===== src/rtl/led_bank_arbiter.sv =====
// LED bank owner: selects between the Ibex GPO word, a hardware status view and a
// walking-one lamp test, switched by a debounced mode button (short press cycles, long press -> GPO).
module led_bank_arbiter #(
    parameter int unsigned LedWidth        = 16,
    parameter int unsigned DebounceCycles  = 65536,
    parameter int unsigned HoldCycles      = 50000000,
    parameter int unsigned HeartbeatCycles = 25000000,
    parameter int unsigned StretchCycles   = 2500000,
    parameter int unsigned WalkCycles      = 12500000
) (
    input  logic                clk_sys_i,
    input  logic                rst_sys_i,
    input  logic                mode_btn_i,
    input  logic [LedWidth-1:0] gpo_i,
    input  logic                uart_rx_i,
    input  logic                uart_tx_i,
    output logic [LedWidth-1:0] led_o,
    output logic [1:0]          mode_o
);

    localparam int unsigned DbW   = $clog2(DebounceCycles);
    localparam int unsigned HoldW = $clog2(HoldCycles);
    localparam int unsigned HbW   = $clog2(HeartbeatCycles);
    localparam int unsigned StW   = $clog2(StretchCycles + 1);
    localparam int unsigned WalkW = $clog2(WalkCycles);

    localparam logic [DbW-1:0]      DbMax    = DbW'(DebounceCycles - 1);
    localparam logic [HoldW-1:0]    HoldMax  = HoldW'(HoldCycles - 1);
    localparam logic [HbW-1:0]      HbMax    = HbW'(HeartbeatCycles - 1);
    localparam logic [StW-1:0]      StLoad   = StW'(StretchCycles);
    localparam logic [WalkW-1:0]    WalkMax  = WalkW'(WalkCycles - 1);
    localparam logic [LedWidth-1:0] WalkInit = LedWidth'(1);

    localparam logic [1:0] ModeGpo    = 2'd0;
    localparam logic [1:0] ModeStatus = 2'd1;
    localparam logic [1:0] ModeWalk   = 2'd2;

    typedef enum logic [1:0] {
        PressIdle = 2'd0,
        PressHeld = 2'd1,
        PressLong = 2'd2
    } press_state_e;

    logic                btn_meta_q, btn_meta_d, btn_sync_q, btn_sync_d;
    logic                rx_meta_q, rx_meta_d, rx_sync_q, rx_sync_d;
    logic                prev_rx_q, prev_rx_d, prev_tx_q, prev_tx_d;
    logic [DbW-1:0]      db_cnt_q, db_cnt_d;
    logic                db_q, db_d;
    logic                db_rise_c, db_fall_c;
    press_state_e        state_q, state_d;
    logic [HoldW-1:0]    hold_q, hold_d;
    logic [1:0]          mode_q, mode_d;
    logic [HbW-1:0]      hb_cnt_q, hb_cnt_d;
    logic                hb_q, hb_d;
    logic [StW-1:0]      rx_cnt_q, rx_cnt_d, tx_cnt_q, tx_cnt_d;
    logic                rx_act_c, tx_act_c;
    logic [WalkW-1:0]    step_q, step_d;
    logic [LedWidth-1:0] walk_q, walk_d;
    logic [LedWidth-1:0] led_q, led_d;

    // State register for every flop in the block
    always_ff @(posedge clk_sys_i or posedge rst_sys_i) begin
        if (rst_sys_i) begin
            btn_meta_q <= 1'b0;
            btn_sync_q <= 1'b0;
            rx_meta_q  <= 1'b1;
            rx_sync_q  <= 1'b1;
            prev_rx_q  <= 1'b1;
            prev_tx_q  <= 1'b1;
            db_cnt_q   <= '0;
            db_q       <= 1'b0;
            state_q    <= PressIdle;
            hold_q     <= '0;
            mode_q     <= ModeGpo;
            hb_cnt_q   <= '0;
            hb_q       <= 1'b0;
            rx_cnt_q   <= '0;
            tx_cnt_q   <= '0;
            step_q     <= '0;
            walk_q     <= WalkInit;
            led_q      <= '0;
        end else begin
            btn_meta_q <= btn_meta_d;
            btn_sync_q <= btn_sync_d;
            rx_meta_q  <= rx_meta_d;
            rx_sync_q  <= rx_sync_d;
            prev_rx_q  <= prev_rx_d;
            prev_tx_q  <= prev_tx_d;
            db_cnt_q   <= db_cnt_d;
            db_q       <= db_d;
            state_q    <= state_d;
            hold_q     <= hold_d;
            mode_q     <= mode_d;
            hb_cnt_q   <= hb_cnt_d;
            hb_q       <= hb_d;
            rx_cnt_q   <= rx_cnt_d;
            tx_cnt_q   <= tx_cnt_d;
            step_q     <= step_d;
            walk_q     <= walk_d;
            led_q      <= led_d;
        end
    end

    // Two-flop synchronisers and edge-history flops
    always_comb begin
        btn_meta_d = mode_btn_i;
        btn_sync_d = btn_meta_q;
        rx_meta_d  = uart_rx_i;
        rx_sync_d  = rx_meta_q;
        prev_rx_d  = rx_sync_q;
        prev_tx_d  = uart_tx_i;
    end

    // Debounce: accept a new level after it has differed for DebounceCycles samples
    always_comb begin
        db_cnt_d = '0;
        db_d     = db_q;
        if (btn_sync_q != db_q) begin
            if (db_cnt_q == DbMax) begin
                db_d     = btn_sync_q;
                db_cnt_d = '0;
            end else begin
                db_cnt_d = db_cnt_q + DbW'(1);
            end
        end
    end

    // Press events fire in the cycle the debounced value flips, so the FSM reacts without extra latency
    assign db_rise_c = db_d & ~db_q;
    assign db_fall_c = ~db_d & db_q;

    // Press FSM; long-press detection wins over a coincident release
    always_comb begin
        state_d = state_q;
        mode_d  = mode_q;
        hold_d  = hold_q;
        case (state_q)
            PressIdle: begin
                if (db_rise_c) begin
                    state_d = PressHeld;
                    hold_d  = '0;
                end
            end
            PressHeld: begin
                if (hold_q == HoldMax) begin
                    state_d = PressLong;
                    mode_d  = ModeGpo;
                end else if (db_fall_c) begin
                    state_d = PressIdle;
                    mode_d  = (mode_q == ModeWalk) ? ModeGpo : mode_q + 2'd1;
                end else begin
                    hold_d = hold_q + HoldW'(1);
                end
            end
            PressLong: begin
                if (db_fall_c) begin
                    state_d = PressIdle;
                end
            end
            default: state_d = PressIdle;
        endcase
    end

    // Free-running heartbeat
    always_comb begin
        hb_cnt_d = hb_cnt_q + HbW'(1);
        hb_d     = hb_q;
        if (hb_cnt_q == HbMax) begin
            hb_cnt_d = '0;
            hb_d     = ~hb_q;
        end
    end

    // Activity stretchers; a fresh falling edge always reloads, even on the last count
    always_comb begin
        rx_cnt_d = rx_cnt_q;
        tx_cnt_d = tx_cnt_q;
        if (prev_rx_q && !rx_sync_q) begin
            rx_cnt_d = StLoad;
        end else if (rx_cnt_q != '0) begin
            rx_cnt_d = rx_cnt_q - StW'(1);
        end
        if (prev_tx_q && !uart_tx_i) begin
            tx_cnt_d = StLoad;
        end else if (tx_cnt_q != '0) begin
            tx_cnt_d = tx_cnt_q - StW'(1);
        end
    end

    assign rx_act_c = (rx_cnt_q != '0);
    assign tx_act_c = (tx_cnt_q != '0);

    // Walking one: restarts from bit 0 on entry to walk mode, frozen otherwise
    always_comb begin
        walk_d = walk_q;
        step_d = step_q;
        if (mode_d == ModeWalk && mode_q != ModeWalk) begin
            walk_d = WalkInit;
            step_d = '0;
        end else if (mode_q == ModeWalk) begin
            if (step_q == WalkMax) begin
                step_d = '0;
                walk_d = {walk_q[LedWidth-2:0], walk_q[LedWidth-1]};
            end else begin
                step_d = step_q + WalkW'(1);
            end
        end
    end

    // Registered output mux
    always_comb begin
        led_d = '0;
        case (mode_q)
            ModeGpo:    led_d = gpo_i;
            ModeStatus: led_d[2:0] = {tx_act_c, rx_act_c, hb_q};
            ModeWalk:   led_d = walk_q;
            default:    led_d = '0;
        endcase
    end

    assign led_o  = led_q;
    assign mode_o = mode_q;

endmodule


===== config.mk =====
export PLATFORM = sky130hd
export DESIGN_NAME = led_bank_arbiter
export DESIGN_NICKNAME = d
export VERILOG_FILES = /design/src/rtl/led_bank_arbiter.sv
export SDC_FILE = /design/constraint.sdc
export NUM_CORES = 1
export LEC_CHECK = 0
export BUFFER_PORTS_ARGS = -buffer_cell sky130_fd_sc_hd__buf_4
export CAP_MARGIN = 10
export CORE_MARGIN = 8
export CORE_UTILIZATION = 30
export CTS_CLUSTER_SIZE = 28
export DETAILED_ROUTE_END_ITERATION = 7
export PLACE_DENSITY = 0.5
export SLEW_MARGIN = 10
export SYNTH_ARGS = -nofsm -noshare
export SYNTH_HDL_FRONTEND = slang
export SYNTH_SLANG_ARGS = --single-unit

===== constraint.sdc =====
create_clock -name clk_sys_i -period 5.63 [get_ports clk_sys_i]
set_clock_uncertainty 0.05 [all_clocks]
set_input_delay 0.563 -clock clk_sys_i [delete_from_list [all_inputs] [get_ports clk_sys_i]]
set_output_delay 0.563 -clock clk_sys_i [all_outputs]
set_load 0.02 [all_outputs]

==> qor.csv <==
metric,value,unit
outcome,completed,
relative slew slack,29.5,%
routed len/inst,15.2,µm
number of max-slew violations in the final report,0,
vias per cell,5.10,
endpoint kind of the worst setup timing path,register,
maximum fanout along the worst path,18,
placed instance count,1322,
Chip Height,189,µm
number of H-tree levels,4,
clock tree from TritonCTS,done,
number of flip-flops and latches in the synthesized netlist,179,
clock sink total,179,
number of resized instances in the post-cts repair step,0,
maximum number of pins on one net before global-route repair,132,
most frequent cell after synthesis,dfrtp_1,
buffer levels on the longest clock path,2,
Placed Instance Area,9710,µm²
initial standard-cell utilization of the core,30.4,%
clock-pin slew of the registers on the worst-case setup and hold paths,0.07,ns
number of non-filler instances in the completed layout,1354,
I/O pins,39,
arrival time worst endpoint,3.25,ns
WP data required,5.88,ns
"Seq/Total Area, Yosys",49.9,%
setup repair after global routing missed its margin,false,
Area growth syn-to-layout,14.5,%
overall die area,35800,µm²
"FFs w/ async S/R, synth",100,%
buffers added on ports,38,
post-synth cell types,64,
post-route design area,10300,µm²
sum of net half-perimeters after detailed placement,13600,µm
number of enable-type register cells in the synthesized netlist,0,
Syn. warnings,0,
most area-hungry cell type in the Yosys netlist,dfrtp_1,
via count,6906,
proportion of layout cells with a drive suffix above 1,12.3,%
wire length of the first global-routing pass,35400,µm
cell types with the highest counts after synthesis,"dfrtp_1, nor2_1, nand2_1, nand3_1, a21oi_1",
final total negative setup slack,0,ns
core utilization of the finished layout,34.8,%
cell area after technology mapping,9000,µm²
total power per unit cell area,276,nW/µm²
startpoint of the worst-slack reg-to-reg timing path,hold_q[0],
gr usage total,11.9,%
type of the worst setup path,register to register,
Row Count,63,
WL final,20500,µm
total iterations of the first detailed-routing run,6,
number of hold buffers added after cts,0,
transition time at the pin with the least slew margin,1.05,ns
number of hold violations in the final report,0,
mean instance size in the synthesized netlist,9.75,µm²
CP startpoint kind,register,
number of maximum-capacitance constraint violations,0,
number of setup buffers added after CTS,0,
Hold/Removal Path Class,input pin to register,
Die Wd,189,µm
number of nets produced by synthesis,950,
post-synthesis instance total,923,
clk root buf,clkbuf_16,
Core Region,29600,µm²
Starting DRT DRC Count,588,
total of fill cells in the finished design,3000,
residual DRC count,0,
maximum ir drop on the vdd rail,0.172,mV
Routed Antenna Nets,0,
diode insertion count for antenna repair,0,
commonest register cell after synthesis,dfrtp_1,
origin of the worst setup path,hold_q[0],
hold path startpoint,uart_rx_i,
Routability Congestion,0.745,
number of setup violations in the final report,0,
number of buffers created by CTS,17,
leading cell types by total area after synthesis,"dfrtp_1, nor2_1, nand2_1",
total global routing overflow,0,
clock insertion delay at the later pin of the skew report,0.44,ns
final net count,978,
shortest clock period the worst path allows after layout,3.00,ns
Max Freq,333,MHz
initial antenna violation count,0,
Min Hold Slack,0.183,ns
"Period Utilization, post-route",53.3,%
P_leak,4.19,nW
portion of synthesized cell area occupied by the leading cell type,48.4,%
vias in the first global route,6733,
[kinds of logic (layout without fill, tap and decap cells)]
| kind of cell | count (synthesis) | in the layout | synth area share (%) |
|---|---|---|---|
| multiplexers | 21 | 21 | 2.36 |
| XOR/XNOR | 58 | 58 | 5.65 |
| AND/OR/NAND/NOR | 423 | 423 | 26.2 |
| flip-flops | 179 | 179 | 49.9 |
| AO/OA/AOI/OAI | 169 | 169 | 12.2 |
| adder cells (fa/ha/maj) | 6 | 6 | 0.834 |
| buffers and inverters | 67 | 108 | 2.91 |
[flip-flops by register name, summed over array words and instances (netlist names), 2 cells and up]
signal,flops
db_cnt_q,16
hb_cnt_q,25
hold_q,26
led_o,16
mode_o,2
rx_cnt_q,22
state_q,2
step_q,24
tx_cnt_q,22
walk_q,16
[metal layers]
layer | vias up | wire length, µm | track usage [%]
met5 | - | 0 | 0
met4 | 0 | 207 | 3.46
met3 | 14 | 529 | 2.41
met2 | 66 | 9430 | 18.5
met1 | 3392 | 10400 | 16.6
li1 | 3434 | - | -
[power breakdown]
group,internal (mW),total [mW],switching (mW)
registers,1.34,1.40,0.0542
clock network,0.634,1.21,0.574
logic,0.0971,0.234,0.137
total,2.07,2.84,0.765
[metrics by stage]
step | power, mW | worst slack [ns]
after floorplan | 1.59 | 0.167
after global placement | 1.66 | 2.70
after detailed placement | 1.66 | 2.63
after CTS | 2.89 | 2.61
after global routing | 2.99 | 2.34
final | 2.84 | 2.63
[final timing paths]
check / endpoint / slack (ns) / cells after the start
hold reg to reg: prev_rx_d / 0.32 / 0
setup / recovery: hold_q[1] / 2.63 / 7
max in group asynchronous: rx_cnt_q[13] / 4.08 / 3
setup reg to reg: hold_q[1] / 2.63 / 7
min in group asynchronous: db_cnt_q[4] / 0.26 / 2
hold / removal: rx_meta_q / 0.18 / 1
[worst max-delay path, stage by stage, from the launching register on]
cell,delay [ns]
dfrtp_1,0.39
ha_1,0.22
and4_1,0.31
nand3_1,0.12
o41ai_2,0.95
buf_4,0.37
nand2b_1,0.32
o21ai_0,0.14
[cells in the final DEF (no fill, tap or decap), drive strengths merged, types with 5 or more instances in the layout]
| master | instances |
|---|---|
| a211o | 12 |
| a21oi | 44 |
| a22o | 8 |
| and3 | 28 |
| and4 | 9 |
| buf | 47 |
| clkbuf | 17 |
| dfrtp | 174 |
| dfstp | 5 |
| ha | 6 |
| inv | 39 |
| mux2i | 19 |
| nand2 | 74 |
| nand2b | 14 |
| nand3 | 48 |
| nand3b | 6 |
| nand4 | 29 |
| nor2 | 79 |
| nor2b | 8 |
| nor3 | 30 |
| nor3b | 6 |
| nor4 | 20 |
| nor4b | 7 |
| o211ai | 5 |
| o21ai | 45 |
| o311ai | 6 |
| o31ai | 25 |
| or2 | 7 |
| or3 | 21 |
| or4 | 27 |
| xnor2 | 31 |
| xor2 | 27 |
[final cells by class]
| cell class | instances | area, µm² | area share, % |
|---|---|---|---|
| clock buffer | 17 | 425 | 4.13 |
| clock inverter | 15 | 164 | 1.59 |
| inverter | 29 | 116 | 1.13 |
| multi-input combinational | 677 | 4270 | 41.4 |
| sequential | 179 | 4490 | 43.6 |
| tap | 390 | 488 | 4.74 |
| timing repair buffer | 47 | 353 | 3.43 |
Power figures use the tool's default switching activity.
